`src/rtl/cache_init_ctrl_pkg.sv`:
```
// Shared types and geometry helpers for the per-bank init/flush sequencer.
// Helpers mirror the cache line-per-bank and line-select-width macros.
package cache_init_ctrl_pkg;

    typedef enum logic [2:0] {
        BOOT    = 3'd0,
        IDLE    = 3'd1,
        DRAIN   = 3'd2,
        SWEEP   = 3'd3,
        RESPOND = 3'd4
    } cache_init_state_t;

    typedef enum logic {
        ORIGIN_RESET = 1'b0,
        ORIGIN_FLUSH = 1'b1
    } cache_init_origin_t;

    function automatic int cs_lines_per_bank(input int cache_size, input int line_size,
                                             input int num_banks, input int num_ways);
        return cache_size / (line_size * num_banks * num_ways);
    endfunction

    // A single-line bank still needs a one-bit index.
    function automatic int cs_line_sel_bits(input int lines);
        return (lines > 1) ? $clog2(lines) : 1;
    endfunction

endpackage

```
`src/rtl/cache_init_ctrl_if.sv`:
```
// Flush request/response handshake plus the bank-side init strobe and pipeline status.
// master = sequencer side, slave = bank/core side.
interface cache_init_ctrl_if
    import cache_init_ctrl_pkg::*;
#(
    parameter int TAG_WIDTH     = 8,
    parameter int LINE_SEL_BITS = 4
);
    logic                     flush_req_valid;
    logic [TAG_WIDTH-1:0]     flush_req_tag;
    logic                     flush_req_ready;
    logic                     flush_rsp_valid;
    logic [TAG_WIDTH-1:0]     flush_rsp_tag;
    logic                     flush_rsp_ready;
    logic                     pipe_empty;
    logic                     stall;
    logic                     init_valid;
    logic [LINE_SEL_BITS-1:0] init_line;
    logic                     core_req_block;

    modport master (
        input  flush_req_valid, flush_req_tag, flush_rsp_ready, pipe_empty, stall,
        output flush_req_ready, flush_rsp_valid, flush_rsp_tag,
               init_valid, init_line, core_req_block
    );

    modport slave (
        output flush_req_valid, flush_req_tag, flush_rsp_ready, pipe_empty, stall,
        input  flush_req_ready, flush_rsp_valid, flush_rsp_tag,
               init_valid, init_line, core_req_block
    );

endinterface

```
`src/rtl/cache_init_ctrl.sv`:
```
// Sweeps every bank line with an init strobe after reset and per accepted flush; tagged flush response.
// Outputs decode registered state only (init_valid also gated by stall); stall freezes the sweep.
module cache_init_ctrl
    import cache_init_ctrl_pkg::*;
#(
    parameter int CACHE_SIZE = 1024,
    parameter int LINE_SIZE  = 64,
    parameter int NUM_BANKS  = 1,
    parameter int NUM_WAYS   = 1,
    parameter int TAG_WIDTH  = 8
) (
    input  logic               clk,
    input  logic               reset,
    cache_init_ctrl_if.master  ctrl_if
);

    localparam int LINES         = cs_lines_per_bank(CACHE_SIZE, LINE_SIZE, NUM_BANKS, NUM_WAYS);
    localparam int LINE_SEL_BITS = cs_line_sel_bits(LINES);
    localparam logic [LINE_SEL_BITS-1:0] LAST_LINE = LINE_SEL_BITS'(LINES - 1);

    cache_init_state_t        state_q,  state_d;
    cache_init_origin_t       origin_q, origin_d;
    logic [LINE_SEL_BITS-1:0] line_q,   line_d;
    logic [TAG_WIDTH-1:0]     tag_q,    tag_d;

    always_ff @(posedge clk or posedge reset) begin
        if (reset) begin
            state_q  <= BOOT;
            origin_q <= ORIGIN_RESET;
            line_q   <= '0;
            tag_q    <= '0;
        end else begin
            state_q  <= state_d;
            origin_q <= origin_d;
            line_q   <= line_d;
            tag_q    <= tag_d;
        end
    end

    always_comb begin
        state_d  = state_q;
        origin_d = origin_q;
        line_d   = line_q;
        tag_d    = tag_q;
        unique case (state_q)
            BOOT: begin
                origin_d = ORIGIN_RESET;
                state_d  = SWEEP;
            end
            IDLE: begin
                if (ctrl_if.flush_req_valid) begin
                    tag_d    = ctrl_if.flush_req_tag;
                    origin_d = ORIGIN_FLUSH;
                    state_d  = DRAIN;
                end
            end
            DRAIN: begin
                if (ctrl_if.pipe_empty) begin
                    state_d = SWEEP;
                end
            end
            SWEEP: begin
                // Wrap on explicit compare so non-power-of-2 line counts work.
                if (!ctrl_if.stall) begin
                    if (line_q == LAST_LINE) begin
                        line_d  = '0;
                        state_d = (origin_q == ORIGIN_FLUSH) ? RESPOND : IDLE;
                    end else begin
                        line_d  = line_q + LINE_SEL_BITS'(1);
                    end
                end
            end
            RESPOND: begin
                if (ctrl_if.flush_rsp_ready) begin
                    state_d = IDLE;
                end
            end
            default: begin
                state_d = BOOT;
            end
        endcase
    end

    assign ctrl_if.flush_req_ready = (state_q == IDLE);
    assign ctrl_if.core_req_block  = (state_q != IDLE);
    assign ctrl_if.init_valid      = (state_q == SWEEP) && !ctrl_if.stall;
    assign ctrl_if.init_line       = line_q;
    assign ctrl_if.flush_rsp_valid = (state_q == RESPOND);
    assign ctrl_if.flush_rsp_tag   = tag_q;

    a_line_in_range: assert property (@(posedge clk) disable iff (reset)
        line_q <= LAST_LINE);

    a_rsp_held: assert property (@(posedge clk) disable iff (reset)
        ctrl_if.flush_rsp_valid && !ctrl_if.flush_rsp_ready
        |=> ctrl_if.flush_rsp_valid && $stable(ctrl_if.flush_rsp_tag));

endmodule

```
`src/flat_wrapper.sv`:
```
// flat-port wrapper written by rule: the top's interface ports become plain ports
module cache_init_ctrl_flat import cache_init_ctrl_pkg::*;
#(
    parameter int CACHE_SIZE = 1024,
    parameter int LINE_SIZE  = 64,
    parameter int NUM_BANKS  = 1,
    parameter int NUM_WAYS   = 1,
    parameter int TAG_WIDTH  = 8
)
  (clk, reset, ctrl_if_flush_req_valid, ctrl_if_flush_req_tag, ctrl_if_flush_rsp_ready, ctrl_if_pipe_empty, ctrl_if_stall, ctrl_if_flush_req_ready, ctrl_if_flush_rsp_valid, ctrl_if_flush_rsp_tag, ctrl_if_init_valid, ctrl_if_init_line, ctrl_if_core_req_block);
  cache_init_ctrl_if #(.TAG_WIDTH(TAG_WIDTH), .LINE_SEL_BITS((4))) ctrl_if_i ();
  input  logic clk;
  input  logic reset;
  input wire logic [$bits(ctrl_if_i.flush_req_valid)-1:0] ctrl_if_flush_req_valid;
  input wire logic [$bits(ctrl_if_i.flush_req_tag)-1:0] ctrl_if_flush_req_tag;
  input wire logic [$bits(ctrl_if_i.flush_rsp_ready)-1:0] ctrl_if_flush_rsp_ready;
  input wire logic [$bits(ctrl_if_i.pipe_empty)-1:0] ctrl_if_pipe_empty;
  input wire logic [$bits(ctrl_if_i.stall)-1:0] ctrl_if_stall;
  output wire logic [$bits(ctrl_if_i.flush_req_ready)-1:0] ctrl_if_flush_req_ready;
  output wire logic [$bits(ctrl_if_i.flush_rsp_valid)-1:0] ctrl_if_flush_rsp_valid;
  output wire logic [$bits(ctrl_if_i.flush_rsp_tag)-1:0] ctrl_if_flush_rsp_tag;
  output wire logic [$bits(ctrl_if_i.init_valid)-1:0] ctrl_if_init_valid;
  output wire logic [$bits(ctrl_if_i.init_line)-1:0] ctrl_if_init_line;
  output wire logic [$bits(ctrl_if_i.core_req_block)-1:0] ctrl_if_core_req_block;
  assign ctrl_if_i.flush_req_valid = ctrl_if_flush_req_valid;
  assign ctrl_if_i.flush_req_tag = ctrl_if_flush_req_tag;
  assign ctrl_if_i.flush_rsp_ready = ctrl_if_flush_rsp_ready;
  assign ctrl_if_i.pipe_empty = ctrl_if_pipe_empty;
  assign ctrl_if_i.stall = ctrl_if_stall;
  assign ctrl_if_flush_req_ready = ctrl_if_i.flush_req_ready;
  assign ctrl_if_flush_rsp_valid = ctrl_if_i.flush_rsp_valid;
  assign ctrl_if_flush_rsp_tag = ctrl_if_i.flush_rsp_tag;
  assign ctrl_if_init_valid = ctrl_if_i.init_valid;
  assign ctrl_if_init_line = ctrl_if_i.init_line;
  assign ctrl_if_core_req_block = ctrl_if_i.core_req_block;
  cache_init_ctrl #(.CACHE_SIZE(CACHE_SIZE), .LINE_SIZE(LINE_SIZE), .NUM_BANKS(NUM_BANKS), .NUM_WAYS(NUM_WAYS), .TAG_WIDTH(TAG_WIDTH)) u_core (.clk(clk), .reset(reset), .ctrl_if(ctrl_if_i));
endmodule
```
`config.mk`:
```
export PLATFORM = sky130hd
export DESIGN_NAME = cache_init_ctrl_flat
export DESIGN_NICKNAME = d
export VERILOG_FILES = /design/src/rtl/cache_init_ctrl_pkg.sv /design/src/rtl/cache_init_ctrl_if.sv /design/src/rtl/cache_init_ctrl.sv /design/src/flat_wrapper.sv
export SDC_FILE = /design/constraint.sdc
export NUM_CORES = 1
export LEC_CHECK = 0
export ABC_AREA = 1
export CORE_MARGIN = 2
export CORE_UTILIZATION = 42
export DETAILED_ROUTE_END_ITERATION = 8
export GPL_TIMING_DRIVEN = 0
export PLACE_DENSITY_LB_ADDON = 0.05
export SYNTH_ARGS = -nofsm -noshare
export SYNTH_HDL_FRONTEND = slang
export SYNTH_SLANG_ARGS = --single-unit
```
`constraint.sdc`:
```
create_clock -name clk -period 1.4 [get_ports clk]
set_input_delay 0.28 -clock clk [delete_from_list [all_inputs] [get_ports clk]]
set_output_delay 0.28 -clock clk [all_outputs]
set_load 0.02 [all_outputs]
```
==> reports/metrics.cfg, run 1 <==
[yosys]
synth.cell_area_um2 = 803
yosysUniqueCellTypes = 20
mappedNetlistNets = 111
netlist.area_leader.share = 0.498
ys_seq_area_frac = 0.498
ys_ff_latch = 16
synth.most_common_cell = nand2_1
yosysWarnings = 0
synth_cells = 96
synth_common_cells = 26 x nand2_1, 16 x dfrtp_1, 16 x nand3_1
async_reset_ff_frac = 1.00
synth_edf_count = 0
synth_top_area_cell = dfrtp_1
synth_area_leaders = dfrtp_1 50%, nand2_1 12%, nand3_1 10%, inv_1 4.7%, o21ai_0 3.1%
synth_ff_type = dfrtp_1
syn_area_per_cell_um2 = 8.37

[pwr]
power_density_mw_per_mm2 = 2130
power.leakage_nw = 0.696
vdd_drop_max_mv = 1.43

[floorplanning]
die_height_um = 47.7
ioPinCount = 30
fp.dieW_um = 47.7
fp-row-count = 15
dieArea_mm2 = 0.00228
core_mm2 = 0.00176
start_util = 0.455

[grt]
grt_max_degree = 17
antenna_found_initial = 0
grt_pass1_vias = 728
grt_overflow = 0
grt_usage = 0.192
grt_pass1_wl_mm = 3.01

[route]
ant_nets = 0
wl_met3_um = 100
drc = 0
via_per_inst = 4.74
wl_met1_um = 796
wl_met2_mm = 1.01
top_layer = met4
avgRoutedWirePerCell_um = 11.1
dr.pass1.iters = 6
drt_iter0_markers = 15
vias = 816
wirelength_mm = 1.92

[finish]
final_util = 0.752
antenna_cells = 0
drive_above_1_share = 0.320
num-nets-final = 163
syn_to_final_growth_pct = 65.1
finish.instance_area_mm2 = 0.00133

[sta]
setup_slack_ns = -0.100
finalSetupViolations = 4
period_needed_ns = 1.50
hold_viol_final = 0
tightest_slew_ns = 0.594
fin_tns_setup_ns = -0.269
fmax_ghz = 0.666
fin_crit_sh = 1.07
hold-worst-slack_ns = 0.268
final.setup_skew_ns = 0.00537
rsz0062_at_grt = true
slew_headroom = 0.604
maxSlewViolCount = 0

[placement]
placed_area_mm2 = 0.00111
portBuffers = 28
gp_congestion = 0.836
preCtsSetupSlack_ns = -0.478
hpwlAfterDp_mm = 1.20

[setup_path]
cp.required_ns = 1.12
worstPathArrival_ns = 1.22
ff2ff_setup_slack_ns = 0.05
critPathKind = reg -> out
end_kind = output port
critPathMaxFanout = 3
cp-start-kind = flop

[clock_network]
cts_tree = built
cts.sinks = 16
h-tree-depth = 1
clockBufferDepth = 2
clock_latency_ns = 0.28
clkTransAtPathRegs_ns = 0.10
cts_buffers = 3
cts_hold_buf = 0
cts_root_buffer = clkbuf_4

[outcome]
status = complete, but fails checks
violations = setup timing

[min_path]
hp-class = in -> reg

[job]
maxCapViolations = 0

[critical path: stages (launching register included)]
cell	delay, ns
dfrtp_2	0.41
inv_4	0.05
nor3_4	0.20
buf_6	0.13
inv_2	0.03
buf_6	0.12
[registers in the layout, indices dropped and copies added, names as in the netlist]
name,count
u_core.ctrl_if.flush_rsp_tag,8
u_core.ctrl_if.init_line,4
u_core.origin_q,1
u_core.state_q,3
[cells in the final DEF, fill, tap and decap left out, types with 2 or more instances in the layout]
cell type | netlist | layout
nor2_1 | 5 | 4
nand2_2 | 2 | 3
dlygate4sd2_1 | 0 | 12
inv_1 | 10 | 7
nand2_1 | 26 | 25
dfrtp_2 | 0 | 3
buf_4 | 0 | 18
inv_4 | 0 | 2
inv_2 | 2 | 3
clkdlybuf4s50_1 | 0 | 12
a21oi_1 | 2 | 2
buf_6 | 2 | 7
o21ai_0 | 5 | 5
nand3_1 | 16 | 15
clkbuf_4 | 0 | 3
nor2_4 | 1 | 3
dfrtp_1 | 16 | 13
[path summary, 6_finish.rpt]
kind	endpoint	start	cells past startpoint
setup / recovery	ctrl_if_core_req_block	u_core.state_q[0]$_DFFE_PP0P_	5
hold / removal	u_core.ctrl_if.flush_rsp_tag[0]$_DFFE_PP0P_	ctrl_if_flush_req_valid	3
setup reg to reg	u_core.state_q[1]$_DFFE_PP0P_	u_core.state_q[2]$_DFFE_PP0P_	8
hold reg to reg	u_core.ctrl_if.flush_rsp_tag[2]$_DFFE_PP0P_	u_core.ctrl_if.flush_rsp_tag[2]$_DFFE_PP0P_	2
max in group asynchronous	u_core.state_q[0]$_DFFE_PP0P_	reset	2
min in group asynchronous	u_core.ctrl_if.flush_rsp_tag[2]$_DFFE_PP0P_	reset	2
[metrics by stage]
step	instances	total power, mW
floorplan	96	1.68
global placement	149	2.19
detailed placement	149	2.22
CTS	168	2.72
global route	172	3.06
finish	172	2.82
[routing by layer]
metal,vias up,GRT usage
met3,2,0.0340
met1,374,0.250
met4,0,0.0811
met5,-,0
li1,413,-
met2,27,0.315
[power breakdown]
part | total (mW) | internal (mW) | switching (mW)
sequential | 0.839 | 0.682 | 0.157
clock | 0.305 | 0.158 | 0.147
combinational | 1.68 | 0.786 | 0.893
[area by class of cell]
type,instances,area (µm²)
inverter,12,50.0
clock buffer,4,36.3
tap,25,31.3
timing repair buffer,47,417
multi-input combinational,66,365
buffer,2,22.5
fill,149,438
sequential,16,404
[cells by family after synthesis]
| group | after synthesis | share of synthesized area |
|---|---|---|
| DFF | 16 | 0.498 |
| adders and majority gates | 1 | 0.0156 |
| and+or+nand+nor | 54 | 0.322 |
| xor gates and xnor gates | 2 | 0.0218 |
| AOI/OAI and AO/OA | 9 | 0.0576 |
| buffers and inverters | 14 | 0.0841 |
[what timing repair did]
action	CTS	global route
endpoints found under the setup margin	16	6
buffers inserted	15	5
pin swaps	2	3
gates resized for setup	46	7
Note: power is estimated with default switching activity, not from simulation.
==> run 2: changes to the inputs <==
Settings changed: ABC_AREA 1 to not set, CORE_UTILIZATION 42 to 37, SETUP_SLACK_MARGIN set to 0.05.
Clock period 1.4 ns to 1.3 ns, I/O delays scaled along.
==> reports/metrics.cfg, run 2 <==
[setup_path]
crit_end = u_core.ctrl_if.flush_rsp_tag[5]$_DFFE_PP0P_
ff2ff_setup_slack_ns = -0.13  ; -0.18 ns
r2r_end = u_core.ctrl_if.flush_rsp_tag[5]$_DFFE_PP0P_
cp-start-kind = flop
cp.required_ns = 1.46  ; +0.34 ns
worstPathArrival_ns = 1.60  ; +0.38 ns
r2r-start = u_core.state_q[1]$_DFFE_PP0P_
end_kind = flop
critPathKind = reg -> reg
critPathMaxFanout = 8  ; +5
worst-r2r-cell-count = 5  ; -3
crit_start = u_core.state_q[1]$_DFFE_PP0P_

[sta]
maxSlewViolCount = 0  ; unchanged
hold_viol_final = 0  ; unchanged
hold-worst-slack_ns = 0.349  ; +0.0813 ns
setup_slack_ns = -0.134  ; -0.0336 ns
period_needed_ns = 1.43
final.setup_skew_ns = 0.00508  ; -0.000286 ns
fmax_ghz = 0.697
finalSetupViolations = 17  ; +13
fin_tns_setup_ns = -1.77  ; -1.50 ns
tightest_slew_ns = 0.601  ; +0.00661 ns
slew_headroom = 0.599  ; -0.00441
fin_crit_sh = 1.10
rsz0062_at_grt = true

[floorplanning]
fp-row-count = 16  ; +1
fp.dieW_um = 48.5  ; +1.6%
ioPinCount = 30  ; unchanged
die_height_um = 48.5  ; +1.6%
start_util = 0.381  ; -0.0745
dieArea_mm2 = 0.00235  ; +3.1%
core_mm2 = 0.00192  ; +8.9%

[clock_network]
cts_hold_buf = 0  ; unchanged
cts_buffers = 3  ; unchanged
h-tree-depth = 1  ; unchanged
cts.sinks = 16  ; unchanged
clkTransAtPathRegs_ns = 0.09  ; about the same
clock_latency_ns = 0.28  ; about the same
cts_root_buffer = clkbuf_4
clockBufferDepth = 2  ; unchanged
cts_tree = built

[finish]
final_util = 0.665  ; -0.0864
antenna_cells = 0  ; unchanged
fillers = 167  ; +12%
final_common_cell = buf_4
final_cell_mix = 14 x buf_4, 13 x clkdlybuf4s50_1, 10 x dfrtp_1
layoutNonFillerInstCount = 136  ; -21%
drive_above_1_share = 0.606  ; +0.286
num-nets-final = 125  ; -23%
syn_to_final_growth_pct = 74.7
largest_register_ffs = 8  ; unchanged

[min_path]
hp-class = in -> async

[route]
drc = 0  ; unchanged
drt_iter0_markers = 5  ; -10
avgRoutedWirePerCell_um = 13.1  ; +17%
ant_nets = 0  ; unchanged
wirelength_mm = 1.78  ; -7.2%
dr.pass1.iters = 2  ; -4
via_per_inst = 4.76  ; +0.28%
vias = 647  ; -21%

[yosys]
yosysUniqueCellTypes = 23  ; +15%
ys_seq_area_frac = 0.547  ; +0.0486
mappedNetlistNets = 75  ; -32%
synth_ff_type = dfrtp_1
async_reset_ff_frac = 1.00  ; unchanged
netlist.area_leader.share = 0.547  ; +0.0486
synth_area_leaders = dfrtp_1 55%, mux2_2 14%, a21oi_1 3.4%, inv_1 2.6%, a41oi_1 2.4%
synth.most_common_cell = dfrtp_1
synth_edf_count = 0  ; unchanged
syn_area_per_cell_um2 = 12.2  ; +46%
synth_top_area_cell = dfrtp_1
ys_ff_latch = 16  ; unchanged
synth_cells = 60  ; -38%
synth_common_cells = 16 x dfrtp_1, 9 x mux2_2, 5 x a21oi_1, 5 x inv_1, 3 x nor2_1
yosysWarnings = 0  ; unchanged
synth.cell_area_um2 = 732  ; -8.9%

[grt]
grt_pass1_vias = 622  ; -15%
grt_pass1_wl_mm = 2.97  ; -1.4%
grt_overflow = 0  ; unchanged
grt_usage = 0.166  ; -0.0265
antenna_found_initial = 0  ; unchanged
grt_max_degree = 17  ; unchanged

[pwr]
vdd_drop_max_mv = 1.31  ; -8.6%
power.leakage_nw = 0.597  ; -14%
power_density_mw_per_mm2 = 2250  ; +5.5%

[outcome]
status = complete, but fails checks
violations = setup timing

[job]
maxCapViolations = 0  ; unchanged

[placement]
portBuffers = 29  ; +3.6%
dp.cells = 116  ; -22%
hpwlAfterDp_mm = 1.08  ; -9.4%
gp_congestion = 0.769  ; -8.0%

## run 2: logic make-up (layout without fill, tap and decap cells)
kind of cell    Yosys count  after routing  share of synthesized area
flops                    16             16                      0.547
simple gates             13             13                      0.113
compound gates           12             12                      0.116
mux                       9              9                      0.138
buf+inv                   8             57                     0.0564
fa+ha+maj                 1              1                     0.0171
xor+xnor                  1              1                     0.0120
## run 2: worst min-delay path by stage
| stage | slack, ns | depth (start not counted) | to | start |
|---|---|---|---|---|
| after CTS | 0.37 | 2 | u_core.ctrl_if.flush_rsp_tag[7]$_DFFE_PP0P_ | reset |
| after floorplan | 0.17 | 1 | u_core.ctrl_if.flush_rsp_tag[0]$_DFFE_PP0P_ | reset |
| after global routing | 0.40 | 2 | u_core.ctrl_if.flush_rsp_tag[7]$_DFFE_PP0P_ | reset |
| final | 0.35 | 2 | u_core.ctrl_if.flush_rsp_tag[7]$_DFFE_PP0P_ | reset |
| after global placement | 0.49 | 1 | u_core.ctrl_if.flush_rsp_tag[0]$_DFFE_PP0P_ | u_core.ctrl_if.flush_rsp_tag[0]$_DFFE_PP0P_ |
| after detailed placement | 0.49 | 1 | u_core.ctrl_if.flush_rsp_tag[3]$_DFFE_PP0P_ | u_core.ctrl_if.flush_rsp_tag[3]$_DFFE_PP0P_ |
## run 2: metrics by stage
stage | power, mW | area, µm² | setup WS, ns
global placement | 2.28 | 1120 | -0.683
floorplan | 1.76 | 796 | -0.0733
global route | 3.07 | 1280 | -0.183
CTS | 2.79 | 1260 | -0.206
detailed placement | 2.32 | 1120 | -0.675
finish | 2.87 | 1280 | -0.134
## run 2: per-layer routing
layer  vias to the layer above  track usage  part of all wire
li1                        312            -                 -
met1                       314        0.212              0.44
met2                        19        0.262              0.49
met3                         2       0.0432             0.057
met4                         0       0.0810            0.0079
met5                         -            0                 0
## run 2: critical path, stage by stage, from the launching register on
cell	delay (ns)
dfrtp_2	0.46
nor2_4	0.15
buf_6	0.11
and3_4	0.17
buf_8	0.14
mux2_4	0.30
## run 2: report_power, final
part / internal, mW / leakage (nW) / switching, mW
clock network: 0.119 / 0.0150 / 0.145
logic: 0.917 / 0.395 / 0.749
registers: 0.731 / 0.186 / 0.210
total: 1.77 / 0.597 / 1.10
## run 2: final cells by class
class | instances | area (µm²) | area share
well taps | 27 | 33.8 | 0.0264
plain buffers | 1 | 15.0 | 0.0117
inverters | 6 | 25.0 | 0.0196
flip-flops and latches | 16 | 408 | 0.319
multi-input cells | 36 | 390 | 0.305
repair buffers | 46 | 380 | 0.297
clock buffers | 4 | 26.3 | 0.0205
## run 2: what timing repair did
item / CTS / global route
resized for setup: 61 / 22
pin swaps: 4 / 5
buffers inserted: 12 / 5
endpoints found under the setup margin: 28 / 28
